### config.mk
export PLATFORM = sky130hd
export DESIGN_NAME = sort_result_monitor
export DESIGN_NICKNAME = d
export VERILOG_FILES = /design/src/rtl/sort_mon_pkg.sv /design/src/rtl/sort_order_check.sv /design/src/rtl/sort_result_monitor.sv
export SDC_FILE = /design/constraint.sdc
export NUM_CORES = 2
export LEC_CHECK = 0
export CAP_MARGIN = 15
export CELL_PAD_IN_SITES_DETAIL_PLACEMENT = 2
export CELL_PAD_IN_SITES_GLOBAL_PLACEMENT = 2
export CORE_ASPECT_RATIO = 1.2
export CORE_MARGIN = 4
export CORE_UTILIZATION = 36
export DETAILED_ROUTE_END_ITERATION = 8
export HOLD_SLACK_MARGIN = 0.03
export PLACE_DENSITY_LB_ADDON = 0.1
export SKIP_CTS_REPAIR_TIMING = 1
export SYNTH_ARGS = -nofsm -noshare
export SYNTH_HDL_FRONTEND = slang
export SYNTH_SLANG_ARGS = --single-unit
export TNS_END_PERCENT = 10
### constraint.sdc
create_clock -name clk -period 50.4 [get_ports clk]
set_clock_uncertainty 0.1 [all_clocks]
set_input_delay 10.08 -clock clk [delete_from_list [all_inputs] [get_ports clk]]
set_output_delay 10.08 -clock clk [all_outputs]
set_load 0.01 [all_outputs]
### src/rtl/sort_mon_pkg.sv
// Shared definitions for the sort result monitor.
//   NUM_ELEM        : number of array taps observed
//   DEF_DATA_W/CNT_W: default tap and counter widths
//   mon_state_e     : monitor FSM states
//   sat_inc()       : increment that sticks at a caller-supplied maximum
package sort_mon_pkg;

  localparam int NUM_ELEM   = 8;
  localparam int DEF_DATA_W = 64;
  localparam int DEF_CNT_W  = 32;

  typedef enum logic [1:0] {
    ST_RUN     = 2'd0,
    ST_DONE    = 2'd1,
    ST_TIMEOUT = 2'd2
  } mon_state_e;

  // Width-agnostic saturating increment; callers zero-extend to 64 bits
  // and pass their own all-ones value as the ceiling.
  function automatic logic [63:0] sat_inc(input logic [63:0] v, input logic [63:0] max_v);
    return (v >= max_v) ? v : v + 64'd1;
  endfunction

endpackage

### src/rtl/sort_order_check.sv
// Combinational ascending-order check over NUM_ELEM signed taps.
//   elem_i   : packed taps, index 0 = lowest address
//   sorted_o : 1 when every neighbour pair is non-decreasing (signed)
module sort_order_check
  import sort_mon_pkg::*;
#(
  parameter int DATA_W = DEF_DATA_W
) (
  input  logic [NUM_ELEM-1:0][DATA_W-1:0] elem_i,
  output logic                            sorted_o
);

  logic [NUM_ELEM-2:0] pair_ok;

  for (genvar i = 0; i < NUM_ELEM - 1; i++) begin : g_pair
    assign pair_ok[i] = $signed(elem_i[i]) <= $signed(elem_i[i+1]);
  end

  assign sorted_o = &pair_ok;

endmodule

### src/rtl/sort_result_monitor.sv
// Passive completion monitor for the selection-sort processor.
// Counts total/stall/flush cycles, detects when the observed array is sorted
// and has held unchanged for STABLE_CYCLES edges, then freezes and reports.
//   clk, reset           : clock, async active-high reset
//   element1..element8   : array taps (element1 = lowest address)
//   stall, flush         : pipeline status
//   done                 : finished (sorted completion or timeout)
//   sorted_ok            : finished with a sorted array
//   cycle/stall/flush_count : saturating counters, frozen when done
//   done_cycle           : cycle_count at the first edge of the final stable window
//   sat                  : sticky, some counter hit all-ones
module sort_result_monitor
  import sort_mon_pkg::*;
#(
  parameter int DATA_W        = DEF_DATA_W,
  parameter int CNT_W         = DEF_CNT_W,
  parameter int STABLE_CYCLES = 64,
  parameter int MAX_CYCLES    = 100000
) (
  input  logic              clk,
  input  logic              reset,
  input  logic [DATA_W-1:0] element1,
  input  logic [DATA_W-1:0] element2,
  input  logic [DATA_W-1:0] element3,
  input  logic [DATA_W-1:0] element4,
  input  logic [DATA_W-1:0] element5,
  input  logic [DATA_W-1:0] element6,
  input  logic [DATA_W-1:0] element7,
  input  logic [DATA_W-1:0] element8,
  input  logic              stall,
  input  logic              flush,
  output logic              done,
  output logic              sorted_ok,
  output logic [CNT_W-1:0]  cycle_count,
  output logic [CNT_W-1:0]  stall_count,
  output logic [CNT_W-1:0]  flush_count,
  output logic [CNT_W-1:0]  done_cycle,
  output logic              sat
);

  localparam logic [CNT_W-1:0] CNT_ONES   = '1;
  localparam logic [7:0]       STABLE_TGT = 8'(STABLE_CYCLES);

  function automatic logic [CNT_W-1:0] inc(input logic [CNT_W-1:0] v);
    return CNT_W'(sat_inc(64'(v), 64'(CNT_ONES)));
  endfunction

  logic [NUM_ELEM-1:0][DATA_W-1:0] elem;
  assign elem = {element8, element7, element6, element5,
                 element4, element3, element2, element1};

  logic sorted;
  sort_order_check #(.DATA_W(DATA_W)) u_order (
    .elem_i   (elem),
    .sorted_o (sorted)
  );

  mon_state_e                      state_q, state_d;
  logic [CNT_W-1:0]                cycle_q, cycle_d;
  logic [CNT_W-1:0]                stall_q, stall_d;
  logic [CNT_W-1:0]                flush_q, flush_d;
  logic [CNT_W-1:0]                dc_q, dc_d;
  logic [7:0]                      stable_q, stable_d;
  logic [NUM_ELEM-1:0][DATA_W-1:0] prev_q, prev_d;
  logic                            prev_vld_q, prev_vld_d;
  logic                            sat_q, sat_d;
  logic                            ok_q, ok_d;

  logic changed, hit_max;
  assign changed = !prev_vld_q || (elem != prev_q);
  // Compare in 64 bits so a saturated narrow counter can never alias MAX_CYCLES.
  assign hit_max = (64'(cycle_q) + 64'd1) == 64'(MAX_CYCLES);

  always_comb begin
    state_d    = state_q;
    cycle_d    = cycle_q;
    stall_d    = stall_q;
    flush_d    = flush_q;
    dc_d       = dc_q;
    stable_d   = stable_q;
    prev_d     = prev_q;
    prev_vld_d = prev_vld_q;
    sat_d      = sat_q;
    ok_d       = ok_q;
    if (state_q == ST_RUN) begin
      cycle_d    = inc(cycle_q);
      stall_d    = stall ? inc(stall_q) : stall_q;
      flush_d    = flush ? inc(flush_q) : flush_q;
      prev_d     = elem;
      prev_vld_d = 1'b1;
      if (sorted && !changed) begin
        stable_d = stable_q + 8'd1;
        // First edge of a stable window: remember when the values appeared.
        if (stable_q == 8'd0) dc_d = cycle_q;
      end else begin
        stable_d = 8'd0;
      end
      sat_d = sat_q || (cycle_d == CNT_ONES) || (stall_d == CNT_ONES) ||
              (flush_d == CNT_ONES);
      if (stable_d == STABLE_TGT) begin
        state_d = ST_DONE;
        ok_d    = 1'b1;
      end else if (hit_max) begin
        state_d = ST_TIMEOUT;
      end
    end
  end

  always_ff @(posedge clk or posedge reset) begin
    if (reset) begin
      state_q    <= ST_RUN;
      cycle_q    <= '0;
      stall_q    <= '0;
      flush_q    <= '0;
      dc_q       <= '0;
      stable_q   <= '0;
      prev_q     <= '0;
      prev_vld_q <= 1'b0;
      sat_q      <= 1'b0;
      ok_q       <= 1'b0;
    end else begin
      state_q    <= state_d;
      cycle_q    <= cycle_d;
      stall_q    <= stall_d;
      flush_q    <= flush_d;
      dc_q       <= dc_d;
      stable_q   <= stable_d;
      prev_q     <= prev_d;
      prev_vld_q <= prev_vld_d;
      sat_q      <= sat_d;
      ok_q       <= ok_d;
    end
  end

  assign done        = (state_q != ST_RUN);
  assign sorted_ok   = ok_q;
  assign cycle_count = cycle_q;
  assign stall_count = stall_q;
  assign flush_count = flush_q;
  assign done_cycle  = dc_q;
  assign sat         = sat_q;

endmodule

# --- Word level (Yosys, flattened, before mapping) ---
# Index checks and enable logic that the tools add are counted.
op_classes:
  addsub: 4
  order_cmp: 10
  eq_ne: 6
  mux: 9
  reduce_logical: 15
op_table:
  columns: ["cell", "n"]
  rows:
  - ["!= test 512 bit", 1]
  - ["less-or-equal comparator 64 bit", 7]
  - ["two-way mux 32 bit", 5]
  - ["== test 32 bit (second input constant)", 3]
  - ["greater-or-equal comparator 32 bit (second input constant)", 3]
  - ["adder 32 x 1 -> 32 bit (second input constant)", 2]
  - ["adder 32 x 1 -> 33 bit (second input constant)", 1]
  - ["== test 33 x 17 -> 1 bit (second input constant)", 1]
  - ["two-way mux 8 bit", 2]
  - ["adder 8 x 1 -> 8 bit (second input constant)", 1]
  - ["== test 8 x 7 -> 1 bit (second input constant)", 1]
  - ["logical NOT 8 bit", 1]
  - ["AND reduction 7 bit", 1]
  - ["logical OR 1 bit", 4]
  - ["two-way mux 2 bit", 2]
  - ["AND reduction 2 bit", 2]
  - ["nonzero test 2 bit", 2]
  - ["AND reduction 3 bit", 1]
  - ["logical NOT 1 bit", 2]
  - ["logical NOT 2 bit", 1]
  - ["logical AND 1 bit", 1]
word_totals:
  reg_bits: 653
  inputBits: 516
  output_inout_bits: 131
  word_cells: 61

# --- Depth between registers and ports, before layout ---
depth:
  word_depth: 9
  ltp_mapped: 13

# --- Cells and area by module ---
# From an unflattened synthesis, not the netlist that was laid out.
unflattened:
  cells_unflattened: 5501
  hier_area_um2: 45057.0
modules_own_cells:
  columns: ["mod", "instances", "cells_per_inst", "area_each_um2", "seq_area_each_um2"]
  rows:
  - ["sort_result_monitor", 1, 3899, 33753.6, 16340.7]
  - ["sort_order_check", 1, 1602, 11303.3, 0.0]

# --- Least setup slack after synthesis ---
# OpenSTA, ideal clock, no wires.
synth_timing:
  path_kind: "input port to flip-flop"
  from: "input element8[63]"
  to: "register dc_q[0], in the netlist done_cycle[0]"
  t_arrival_ns: 13.013
  path_slack_ns: 37.162
  path_stages: 13
  n_path_buf: 1
  cell_sequence: "inv_1 -> ha_1 -> nand4_1 -> or4_1 -> nor3_1 -> nand4_1 -> o22ai_1 -> a211oi_1 -> mux2_2 -> nand4b_2 -> nor4_4 -> buf_6 -> mux2_4"
synth_via:
  elab_chain_cells: 5
  word_cells_on_any_way: 7
  cone_classes: "order compare: 1; eq/ne: 1; reduce/logical: 5"
synth_rtl:
  columns: ["element", "line", "source"]
  rows:
  - ["from (decl)", "sort_result_monitor.sv:29", "input logic [DATA_W-1:0] element8,"]
  - ["branches (longest 3 deep; another with less-or-equal comparator 64 bit)", null, null]
  - ["logical AND 1 bit *", "sort_result_monitor.sv:91", "if (sorted && !changed) begin"]
  - ["AND reduction 3 bit (no source line) *", null, null]
  - ["to (signal assigned)", "sort_result_monitor.sv:115", "dc_q <= '0;"]
  - ["to (signal assigned)", "sort_result_monitor.sv:126", "dc_q <= dc_d;"]
  - ["to (decl)", "sort_result_monitor.sv:62", "logic [CNT_W-1:0] dc_q, dc_d;"]
# Every way passes the cells marked *.
# A chain may end at the register's enable or synchronous reset.

# --- Worst setup path after layout ---
layout_timing:
  from: "input element8[63]"
  to: "register dc_q[30], in the netlist done_cycle[30]"
# Same word-level chain as after synthesis.

==> results.cfg <==
[run_status]
status = finished, final reports clean

[synth]
yosysTopAreaCell = dfrtp_1
synth.most_common_cell = nand2_1
synth_compound_area_frac = 0.168
synth-simple-area-share = 0.170
synthDistinctLibCells = 71
synth_top_family_by_area = simple AND/OR/NAND/NOR gates
postSynthAreaPerCell_um2 = 8.70
synth_ff_type = dfrtp_1
synth_fa_ha_area_frac = 0.133
synthTopCellsByArea = dfrtp_1 (38%), ha_1 (13%), nand2_1 (6.8%)
muxShareOfSynthArea = 0.0126
yosys_warnings = 0
synth.top_cells.by_count = nand2_1 (769), dfrtp_1 (653), o21ai_0 (559)
synth_fp_nets = 5868
ys_ff_latch = 653
synth_top_area_frac = 0.384
synthCells = 4898
synthXorXnorAreaFrac = 0.0705
synth_edf_count = 0
yosysSeqAreaShare = 0.384
synth_area_um2 = 42600
async_flop_share = 1.00

[timing]
max_freq_mhz = 65.9
tightest_slew_ns = 1.29
period_needed_ns = 15.18
maxSlewViolCount = 0
tns_ns = 0
setup_viol = 0
rsz0062_at_grt = false
hold_violations = 0
maxSlewHeadroom = 0.134
period_share = 0.301

[clock_tree]
insertion_delay_ns = 0.71
clk_pin_slew_ns = 0.06
cts_tree = done
clk_path_buf_depth = 3
cts_inserted_buffers = 82
cts_root_buf = clkbuf_16
clock-sinks = 653
cts_max_level = 3

[power_and_ir_drop]
clock_power_share = 0.442
leakage_nw = 24.9
p_per_area_nw_per_um2 = 26.0
switching_share = 0.310
power_frac_comb = 0.182
seqPwrFrac = 0.376
total_power_mw = 1.39
p_int_mw = 0.961
p_switching_mw = 0.433
vdd_drop_max_mv = 0.0202

[drt]
route.detailed.drc = 0
via_count = 43708
drtAntennaViolNets = 0
dr.pass1.iters = 6
post_drt_wl_per_cell_um = 37.4
viasPerCell = 6.13
drt_iter0_drc = 4211
drt-total-wl_mm = 267

[global_routing]
grt_pass1_vias = 45899
overflow = 0
grt_pass1_wl_mm = 362
grt_usage = 0.420
antenna_found_initial = 22
busiest_layer = met2
grt_max_degree = 206
use_met2 = 0.664
grt_use_met1 = 0.498
met3_usage = 0.0842

[placed_design]
portBuffers = 646
dp_hpwl_mm = 225
place_congestion = 1.04
placed_cell_area_um2 = 50800

[setup_path]
cp.required_ns = 50.87
cp.arrival_ns = 15.65
setup.worst_path.class = in -> reg
cp-start-kind = primary input
cp_max_fo = 32
end_kind = flop

[worst_hold_path]
hp-class = reg -> reg

[job]
cap_violations = 0

[layout]
nNetsFinal = 6490
areaGrowthSynthToFinish_pct = 25.6
design_area_um2 = 53500
register_area_um2 = 16300
drive_above_1_share = 0.0414
multiInputGateArea_um2 = 23700
fill_cells = 12806

[floorplanning]
die-height_um = 385
dieArea_um2 = 124000
core-area_um2 = 118000
initial_core_util = 0.362
rows = 138
ios = 647
die-width_um = 322
-- flip-flops by register name (all words and copies together) (netlist names) --
register,flops
stable_q,8
stall_count,32
sat,1
prev_vld_q,1
prev_q,512
cycle_count,32
flush_count,32
sorted_ok,1
state_q,2
done_cycle,32
-- layout by cell type (no fill, tap or decap), types with 85 or more instances in the layout --
cell type	instances
a21oi_1	220
clkbuf_16	85
clkdlybuf4s50_1	646
dfrtp_1	653
ha_1	454
inv_1	543
nand2_1	769
nand3_1	119
nand4_1	184
nor2_1	103
nor4_1	90
o21ai_0	559
xnor2_1	198
xor2_1	145
-- cell type report --
class	instances	share of cell area
multi-input cells	3545	0.442
flip-flops and latches	653	0.305
repair buffers	692	0.127
clock buffers	118	0.0450
inverters	546	0.0386
well taps	1540	0.0360
clock inverters	26	0.00463
diodes	14	0.000655
-- cells by family after synthesis --
logic type,count (synthesis)
buffers and inverters,700
AO/OA/AOI/OAI,1190
adder cells (fa/ha/maj),454
flip-flops,653
XOR/XNOR,343
AND/OR/NAND/NOR,1520
multiplexers,38
-- final timing paths --
kind	startpoint	end	slack, ns	cells past startpoint
min reg2reg	prev_vld_q$_DFFE_PP0N_	prev_vld_q$_DFFE_PP0N_	0.37	1
min	prev_vld_q$_DFFE_PP0N_	prev_vld_q$_DFFE_PP0N_	0.37	1
max in group asynchronous	reset	prev_q[306]$_DFFE_PP0N_	37.73	4
min in group asynchronous	reset	stall_count[24]$_DFFE_PP0N_	9.88	2
max reg2reg	prev_q[466]$_DFFE_PP0N_	done_cycle[30]$_DFFE_PP0P_	44.72	11
max	element8[63]	done_cycle[30]$_DFFE_PP0P_	35.22	13
-- through the flow --
step           hold WS (ns)  cells  setup slack, ns  utilization
2_1_floorplan         0.327   4898            21.92            -
3_3_place_gp          0.348   6972            34.47        0.431
3_5_place_dp          0.350   6976            34.58        0.432
4_1_cts               0.371   7120            35.31        0.454
5_1_grt               0.390   7125            35.30        0.454
6_report              0.370   7134            35.22        0.454
-- routing by layer --
layer / vias to the layer above / routed length [um]
met3: 624 / 19300
met2: 2009 / 119000
li1: 18467 / -
met4: 4 / 25500
met1: 22604 / 103000
met5: - / 27
-- power by group through the flow --
stage / registers, mW / clock network, mW / logic (mW)
after detailed placement: 0.534 / 0 / 0.244
after CTS: 0.524 / 0.621 / 0.247
after global placement: 0.534 / 0 / 0.238
after global routing: 0.524 / 0.641 / 0.263
after floorplan: 0.534 / 0 / 0.0920
final: 0.524 / 0.617 / 0.253
-- worst max-delay path, cell delays in order --
cell	delay (ns)
clkdlybuf4s50_1	0.46
inv_1	0.27
ha_1	0.60
nand4_1	0.22
or4_1	0.78
nor3_1	0.70
or3_1	0.31
a211oi_1	0.08
mux2_2	0.35
nand4b_2	0.40
nor4_4	0.37
buf_4	0.56
mux2_2	0.41
Note: power is estimated with default switching activity, not from simulation.
